### src/rtl/vga_timing_gen_pkg.sv
// Shared VGA timing constants and the packed pixel-bus layout for the VGA pipeline.
// Latency: n/a (types and constants only).
// Backpressure: n/a. Drawing stages import this to reuse the active-area sizes.
package vga_timing_gen_pkg;

  // 800x600@60Hz, 40 MHz pixel clock
  localparam int VGA_H_ACTIVE = 800;
  localparam int VGA_H_FP     = 40;
  localparam int VGA_H_SYNC   = 128;
  localparam int VGA_H_BP     = 88;
  localparam int VGA_V_ACTIVE = 600;
  localparam int VGA_V_FP     = 1;
  localparam int VGA_V_SYNC   = 4;
  localparam int VGA_V_BP     = 23;

  localparam int CNT_W = 11;
  localparam int RGB_W = 12;
  localparam int FRAME_CNT_W = 16;

  // Field order, MSB first: {hcount, vcount, hsync, vsync, hblnk, vblnk, rgb}
  typedef struct packed {
    logic [CNT_W-1:0] hcount;
    logic [CNT_W-1:0] vcount;
    logic             hsync;
    logic             vsync;
    logic             hblnk;
    logic             vblnk;
    logic [RGB_W-1:0] rgb;
  } vga_bus_t;

  localparam int VGA_BUS_SIZE = 2 * CNT_W + 4 + RGB_W;

endpackage

### src/rtl/vga_timing_gen_axis_cnt.sv
// One timing axis: position counter with blank and sync flags decoded from the next position.
// Latency: flags are registered together with the count, so they always describe the shown count.
// Backpressure: adv low holds count and flags; wrap is adv qualified on the last position.
module vga_axis_cnt
  import vga_timing_gen_pkg::*;
#(
  parameter int ACTIVE   = 800,
  parameter int FP       = 40,
  parameter int SYNC     = 128,
  parameter int BP       = 88,
  parameter bit SYNC_POL = 1'b1
) (
  input  logic             pclk,
  input  logic             rst_n,
  input  logic             adv,
  output logic [CNT_W-1:0] cnt,
  output logic             wrap,
  output logic             blnk,
  output logic             sync
);

  localparam int TOTAL = ACTIVE + FP + SYNC + BP;
  localparam logic [CNT_W-1:0] LAST    = CNT_W'(TOTAL - 1);
  localparam logic [CNT_W-1:0] ACT_END = CNT_W'(ACTIVE);
  localparam logic [CNT_W-1:0] SYNC_LO = CNT_W'(ACTIVE + FP);
  localparam logic [CNT_W-1:0] SYNC_HI = CNT_W'(ACTIVE + FP + SYNC - 1);

  logic             at_last;
  logic [CNT_W-1:0] cnt_nxt;
  logic             blnk_nxt;
  logic             sync_nxt;

  assign at_last  = (cnt == LAST);
  assign wrap     = adv & at_last;
  assign cnt_nxt  = at_last ? '0 : cnt + 1'b1;
  assign blnk_nxt = (cnt_nxt >= ACT_END);
  assign sync_nxt = ((cnt_nxt >= SYNC_LO) && (cnt_nxt <= SYNC_HI)) ? SYNC_POL : ~SYNC_POL;

  // Advance the position and load flags decoded from the new position in the same edge.
  always_ff @(posedge pclk or negedge rst_n) begin
    if (!rst_n) begin
      cnt  <= '0;
      blnk <= 1'b0;
      sync <= ~SYNC_POL;
    end else if (adv) begin
      cnt  <= cnt_nxt;
      blnk <= blnk_nxt;
      sync <= sync_nxt;
    end
  end

endmodule

### src/rtl/vga_timing_gen.sv
// Head of the VGA pipeline: pixel position plus sync/blank timing on a packed bus (rgb left at 0).
// Latency: all bus fields registered and coherent; first advance after reset shows (1,0).
// Backpressure: en low freezes every output. Optional frame counter: VGA_TIMING_FRAME_CNT_EN.
module vga_timing_gen
  import vga_timing_gen_pkg::*;
#(
  parameter int H_ACTIVE = VGA_H_ACTIVE,
  parameter int H_FP     = VGA_H_FP,
  parameter int H_SYNC   = VGA_H_SYNC,
  parameter int H_BP     = VGA_H_BP,
  parameter int V_ACTIVE = VGA_V_ACTIVE,
  parameter int V_FP     = VGA_V_FP,
  parameter int V_SYNC   = VGA_V_SYNC,
  parameter int V_BP     = VGA_V_BP,
  parameter bit SYNC_POL = 1'b1
) (
  input  logic                    pclk,
  input  logic                    rst_n,
  input  logic                    en,
`ifdef VGA_TIMING_FRAME_CNT_EN
  output logic                    frame_start,
  output logic [FRAME_CNT_W-1:0]  frame_cnt,
`endif
  output logic [VGA_BUS_SIZE-1:0] vga_out
);

  logic [CNT_W-1:0] hcount;
  logic [CNT_W-1:0] vcount;
  logic             h_wrap;
  logic             v_wrap;
  logic             hblnk;
  logic             vblnk;
  logic             hsync;
  logic             vsync;
  vga_bus_t         bus;

  vga_axis_cnt #(
    .ACTIVE   (H_ACTIVE),
    .FP       (H_FP),
    .SYNC     (H_SYNC),
    .BP       (H_BP),
    .SYNC_POL (SYNC_POL)
  ) u_h_cnt (
    .pclk  (pclk),
    .rst_n (rst_n),
    .adv   (en),
    .cnt   (hcount),
    .wrap  (h_wrap),
    .blnk  (hblnk),
    .sync  (hsync)
  );

  // Vertical axis steps only on the horizontal wrap, so vsync/vblnk change on hcount=0 boundaries.
  vga_axis_cnt #(
    .ACTIVE   (V_ACTIVE),
    .FP       (V_FP),
    .SYNC     (V_SYNC),
    .BP       (V_BP),
    .SYNC_POL (SYNC_POL)
  ) u_v_cnt (
    .pclk  (pclk),
    .rst_n (rst_n),
    .adv   (en & h_wrap),
    .cnt   (vcount),
    .wrap  (v_wrap),
    .blnk  (vblnk),
    .sync  (vsync)
  );

  assign bus.hcount = hcount;
  assign bus.vcount = vcount;
  assign bus.hsync  = hsync;
  assign bus.vsync  = vsync;
  assign bus.hblnk  = hblnk;
  assign bus.vblnk  = vblnk;
  assign bus.rgb    = '0;
  assign vga_out    = bus;

`ifdef VGA_TIMING_FRAME_CNT_EN
  // Pulse and count on the edge that wraps the frame back to (0,0); reset's (0,0) is not a wrap.
  always_ff @(posedge pclk or negedge rst_n) begin
    if (!rst_n) begin
      frame_start <= 1'b0;
      frame_cnt   <= '0;
    end else begin
      frame_start <= v_wrap;
      if (v_wrap) begin
        frame_cnt <= frame_cnt + 1'b1;
      end
    end
  end
`else
  logic frame_wrap_unused;
  assign frame_wrap_unused = v_wrap;
`endif

endmodule

### config.mk
export PLATFORM = sky130hd
export DESIGN_NAME = vga_timing_gen
export DESIGN_NICKNAME = d
export VERILOG_FILES = /design/src/rtl/vga_timing_gen_pkg.sv /design/src/rtl/vga_timing_gen_axis_cnt.sv /design/src/rtl/vga_timing_gen.sv
export SDC_FILE = /design/constraint.sdc
export NUM_CORES = 1
export LEC_CHECK = 0
export BUFFER_PORTS_ARGS = -buffer_cell sky130_fd_sc_hd__buf_2
export CAP_MARGIN = 40
export CORE_AREA = 2 2 76 78
export CTS_CLUSTER_SIZE = 40
export DETAILED_ROUTE_END_ITERATION = 8
export DIE_AREA = 0 0 78 80
export GPL_TIMING_DRIVEN = 0
export MAX_ROUTING_LAYER = met4
export PLACE_DENSITY_LB_ADDON = 0.05
export SLEW_MARGIN = 20
export SYNTH_ARGS = -nofsm -noshare
export SYNTH_HDL_FRONTEND = slang
export SYNTH_HIERARCHICAL = 1
export SYNTH_SLANG_ARGS = --single-unit
### constraint.sdc
create_clock -name pclk -period 3.2 [get_ports pclk]
set_input_delay 0.64 -clock pclk [delete_from_list [all_inputs] [get_ports pclk]]
set_output_delay 0.64 -clock pclk [all_outputs]
set_load 0.02 [all_outputs]
==> reports/qor.csv <==
stage,metric,value,unit
flow_run,max_cap_viol_count,0,
placed_design,preCtsSetupSlack,304,ps
floorplanning,floorplan.die_area,0.00624,mm^2
timing,final.setup.tns,0,ps
floorplanning,effective_utilization_at_floorplan,0.388,
timing,max_slew.worst_pin.slew,629,ps
clocking,clock_insertion_delay_worst_skew,260,ps
power_and_ir_drop,cellInternalPower,0.606,mW
timing,hold_ws,382,ps
grt,grt_usage,0.169,
finish,final_layout_size_suffix_gt1_frac,0.291,
route,vias,1832,
floorplanning,design.portCount,41,
power_and_ir_drop,switching_fraction_of_total_power,0.398,
run_status,run_status,completed,
route,drc_errors,0,
finish,diode_count,0,
timing,fin_crit_sh,0.910,
floorplanning,die_h,80,um
timing,report.final.setup_viol,0,
power_and_ir_drop,peakVddDrop,0.267,mV
clocking,tritoncts,yes,
finish,synthesis_to_layout_area_growth,14.9,%
route,route.detailed.wl_per_inst,13.9,um
grt,grt_max_degree,27,
synthesis,postSynthAreaPerCell,8.62,um^2
route,drt_pass1_iterations,4,
route,routed_wirelength,4970,um
synthesis,synthesis.instances,243,
power_and_ir_drop,total_leakage_power,1.09,nW
synthesis,synth-warning-count,6,
hold_path,min_path_type,primary input to asynchronous set/reset pin,
placed_design,globalplace.congestion,0.889,
floorplanning,rows,27,
clocking,clock_path_buffers,2,
timing,post-route-min-period,2910,ps
clocking,cts-buffers-inserted,3,
timing,finalHoldViolCount,0,
worst_setup_path,timing.critical_path.fanout_max,10,
power_and_ir_drop,clock_power_share,0.181,
grt,globalRouteOverflowTotal,0,
clocking,postCtsResizedCells,0,
worst_setup_path,critical_path_arrival,3070,ps
clocking,post_cts_hold_fix_bufs,0,
finish,nets,294,
synthesis,netlist_area,0.00210,mm^2
power_and_ir_drop,power.combinational.fraction,0.414,
power_and_ir_drop,p_sw,0.400,mW
timing,timing_max_transition_violations_final,0,
grt,number_of_antenna_violations_at_the_first_check_in_global_routing,0,
timing,maxSlewHeadroom,0.581,
route,drt.antenna.violating_nets,0,
worst_setup_path,critPathCaptureType,flop,
worst_setup_path,timing.setup.critical_path_class,flop to flop,
placed_design,hpwlAfterDp,3590,um
timing,setup_repair_after_global_routing_missed_its_margin,no,
timing,setup_slack,289,ps
worst_setup_path,worstSetupStartpointType,flop,
grt,wire_length_of_the_first_global_routing_pass,8270,um
route,drt_iter0_markers,65,
timing,worst_setup_skew_after_layout,5.25,ps
clocking,clk_pin_slew,90,ps
route,post_drt_via_cell_ratio,5.13,
floorplanning,core,0.00541,mm^2
floorplanning,chipWidth,78,um
clocking,clock-root-buffer,sky130_fd_sc_hd__clkbuf_8,
power_and_ir_drop,pwr-share-seq,0.405,
clocking,post-cts-setup-buffers,0,
grt,first_global_vias,1663,
timing,max_freq,344,MHz
clocking,level_count_of_the_clock_h_tree,1,
clocking,cts.sinks,26,
power_and_ir_drop,power_per_cell_area,418,mW/mm^2
placed_design,port_buffers,28,
worst_setup_path,cp.required,3360,ps
-- sequential cells by signal, summed over array words and instances (netlist names) --
| name | cells |
|---|---|
| u_h_cnt/sync | 1 |
| u_v_cnt/blnk | 1 |
| u_v_cnt/sync | 1 |
| u_h_cnt/cnt | 11 |
| u_h_cnt/blnk | 1 |
| u_v_cnt/cnt | 11 |
-- final cells by class --
class / count / area, um^2
Buffer: 39 / 263
Multi-Input combinational cell: 181 / 1190
Inverter: 8 / 30.0
Timing Repair Buffer: 28 / 140
Tap cell: 72 / 90.1
Clock buffer: 3 / 41.3
Fill cell: 566 / 3000
Sequential cell: 26 / 651
-- per-layer routing --
layer / vias up / share of wire / GRT usage
met5: - / 0 / -
met2: 35 / 0.50 / 0.287
met4: 0 / 0.0038 / 0.0351
li1: 924 / - / -
met1: 871 / 0.46 / 0.220
met3: 2 / 0.034 / 0.0170
-- cell usage in the layout (no fill, tap or decap), types with 2 or more instances in the layout --
cell type / instances
sky130_fd_sc_hd__clkbuf_8: 3
sky130_fd_sc_hd__conb_1: 12
sky130_fd_sc_hd__nand4_1: 7
sky130_fd_sc_hd__buf_4: 20
sky130_fd_sc_hd__o211ai_1: 2
sky130_fd_sc_hd__ha_1: 4
sky130_fd_sc_hd__inv_1: 8
sky130_fd_sc_hd__nor4_1: 2
sky130_fd_sc_hd__nor3_1: 2
sky130_fd_sc_hd__nor2_1: 13
sky130_fd_sc_hd__o31ai_1: 5
sky130_fd_sc_hd__a31oi_1: 6
sky130_fd_sc_hd__and3_1: 5
sky130_fd_sc_hd__nand2_1: 25
sky130_fd_sc_hd__o41ai_1: 2
sky130_fd_sc_hd__xor2_1: 4
sky130_fd_sc_hd__a41o_1: 2
sky130_fd_sc_hd__o21ai_0: 15
sky130_fd_sc_hd__nand3_1: 11
sky130_fd_sc_hd__nand4b_1: 3
sky130_fd_sc_hd__or4_1: 2
sky130_fd_sc_hd__mux2i_1: 3
sky130_fd_sc_hd__a21oi_1: 4
sky130_fd_sc_hd__mux2_2: 2
sky130_fd_sc_hd__a311oi_1: 2
sky130_fd_sc_hd__buf_6: 4
sky130_fd_sc_hd__dfrtp_1: 26
sky130_fd_sc_hd__xnor2_1: 12
sky130_fd_sc_hd__or3_1: 2
sky130_fd_sc_hd__buf_2: 36
sky130_fd_sc_hd__clkbuf_1: 6
sky130_fd_sc_hd__nand2b_1: 3
sky130_fd_sc_hd__or2_2: 3
-- stage by stage --
step / instance area [um^2] / util / power (mW) / cells
2_1_floorplan: 2140 / - / 0.725 / 254
3_3_place_gp: 2370 / 0.438 / 0.834 / 354
3_5_place_dp: 2370 / 0.438 / 0.832 / 354
4_1_cts: 2410 / 0.446 / 1.03 / 357
5_1_grt: 2410 / 0.446 / 1.09 / 357
6_report: 2410 / 0.446 / 1.01 / 357
-- worst paths after layout --
check / endpoint / from / cells past startpoint / slack, ps
setup reg to reg: u_v_cnt/blnk / u_h_cnt/cnt[1] / 8 / 290
hold reg to reg: u_v_cnt/blnk / u_v_cnt/blnk / 2 / 510
max in group asynchronous: u_v_cnt/cnt[4] / rst_n / 1 / 2410
min in group pclk: u_v_cnt/blnk / u_v_cnt/blnk / 2 / 510
hold / removal: u_h_cnt/cnt[2] / rst_n / 1 / 380
setup / recovery: u_v_cnt/blnk / u_h_cnt/cnt[1] / 8 / 290
-- power groups by stage --
stage / registers (mW) / clock network, mW / logic, mW
finish: 0.408 / 0.182 / 0.417
global placement: 0.415 / 0 / 0.419
detailed placement: 0.416 / 0 / 0.416
floorplan: 0.454 / 0 / 0.271
global route: 0.417 / 0.215 / 0.458
CTS: 0.409 / 0.202 / 0.417
-- worst max-delay path: stages (launching register included) --
cell and delay, ps:
sky130_fd_sc_hd__dfrtp_1 520, sky130_fd_sc_hd__ha_1 240, sky130_fd_sc_hd__nand4_1 270, sky130_fd_sc_hd__nor4_4 520, sky130_fd_sc_hd__and2_2 210, sky130_fd_sc_hd__and2_1 280
sky130_fd_sc_hd__clkbuf_1 450, sky130_fd_sc_hd__mux2i_1 240, sky130_fd_sc_hd__nand2_1 70
(Power assumes the default switching activity.)
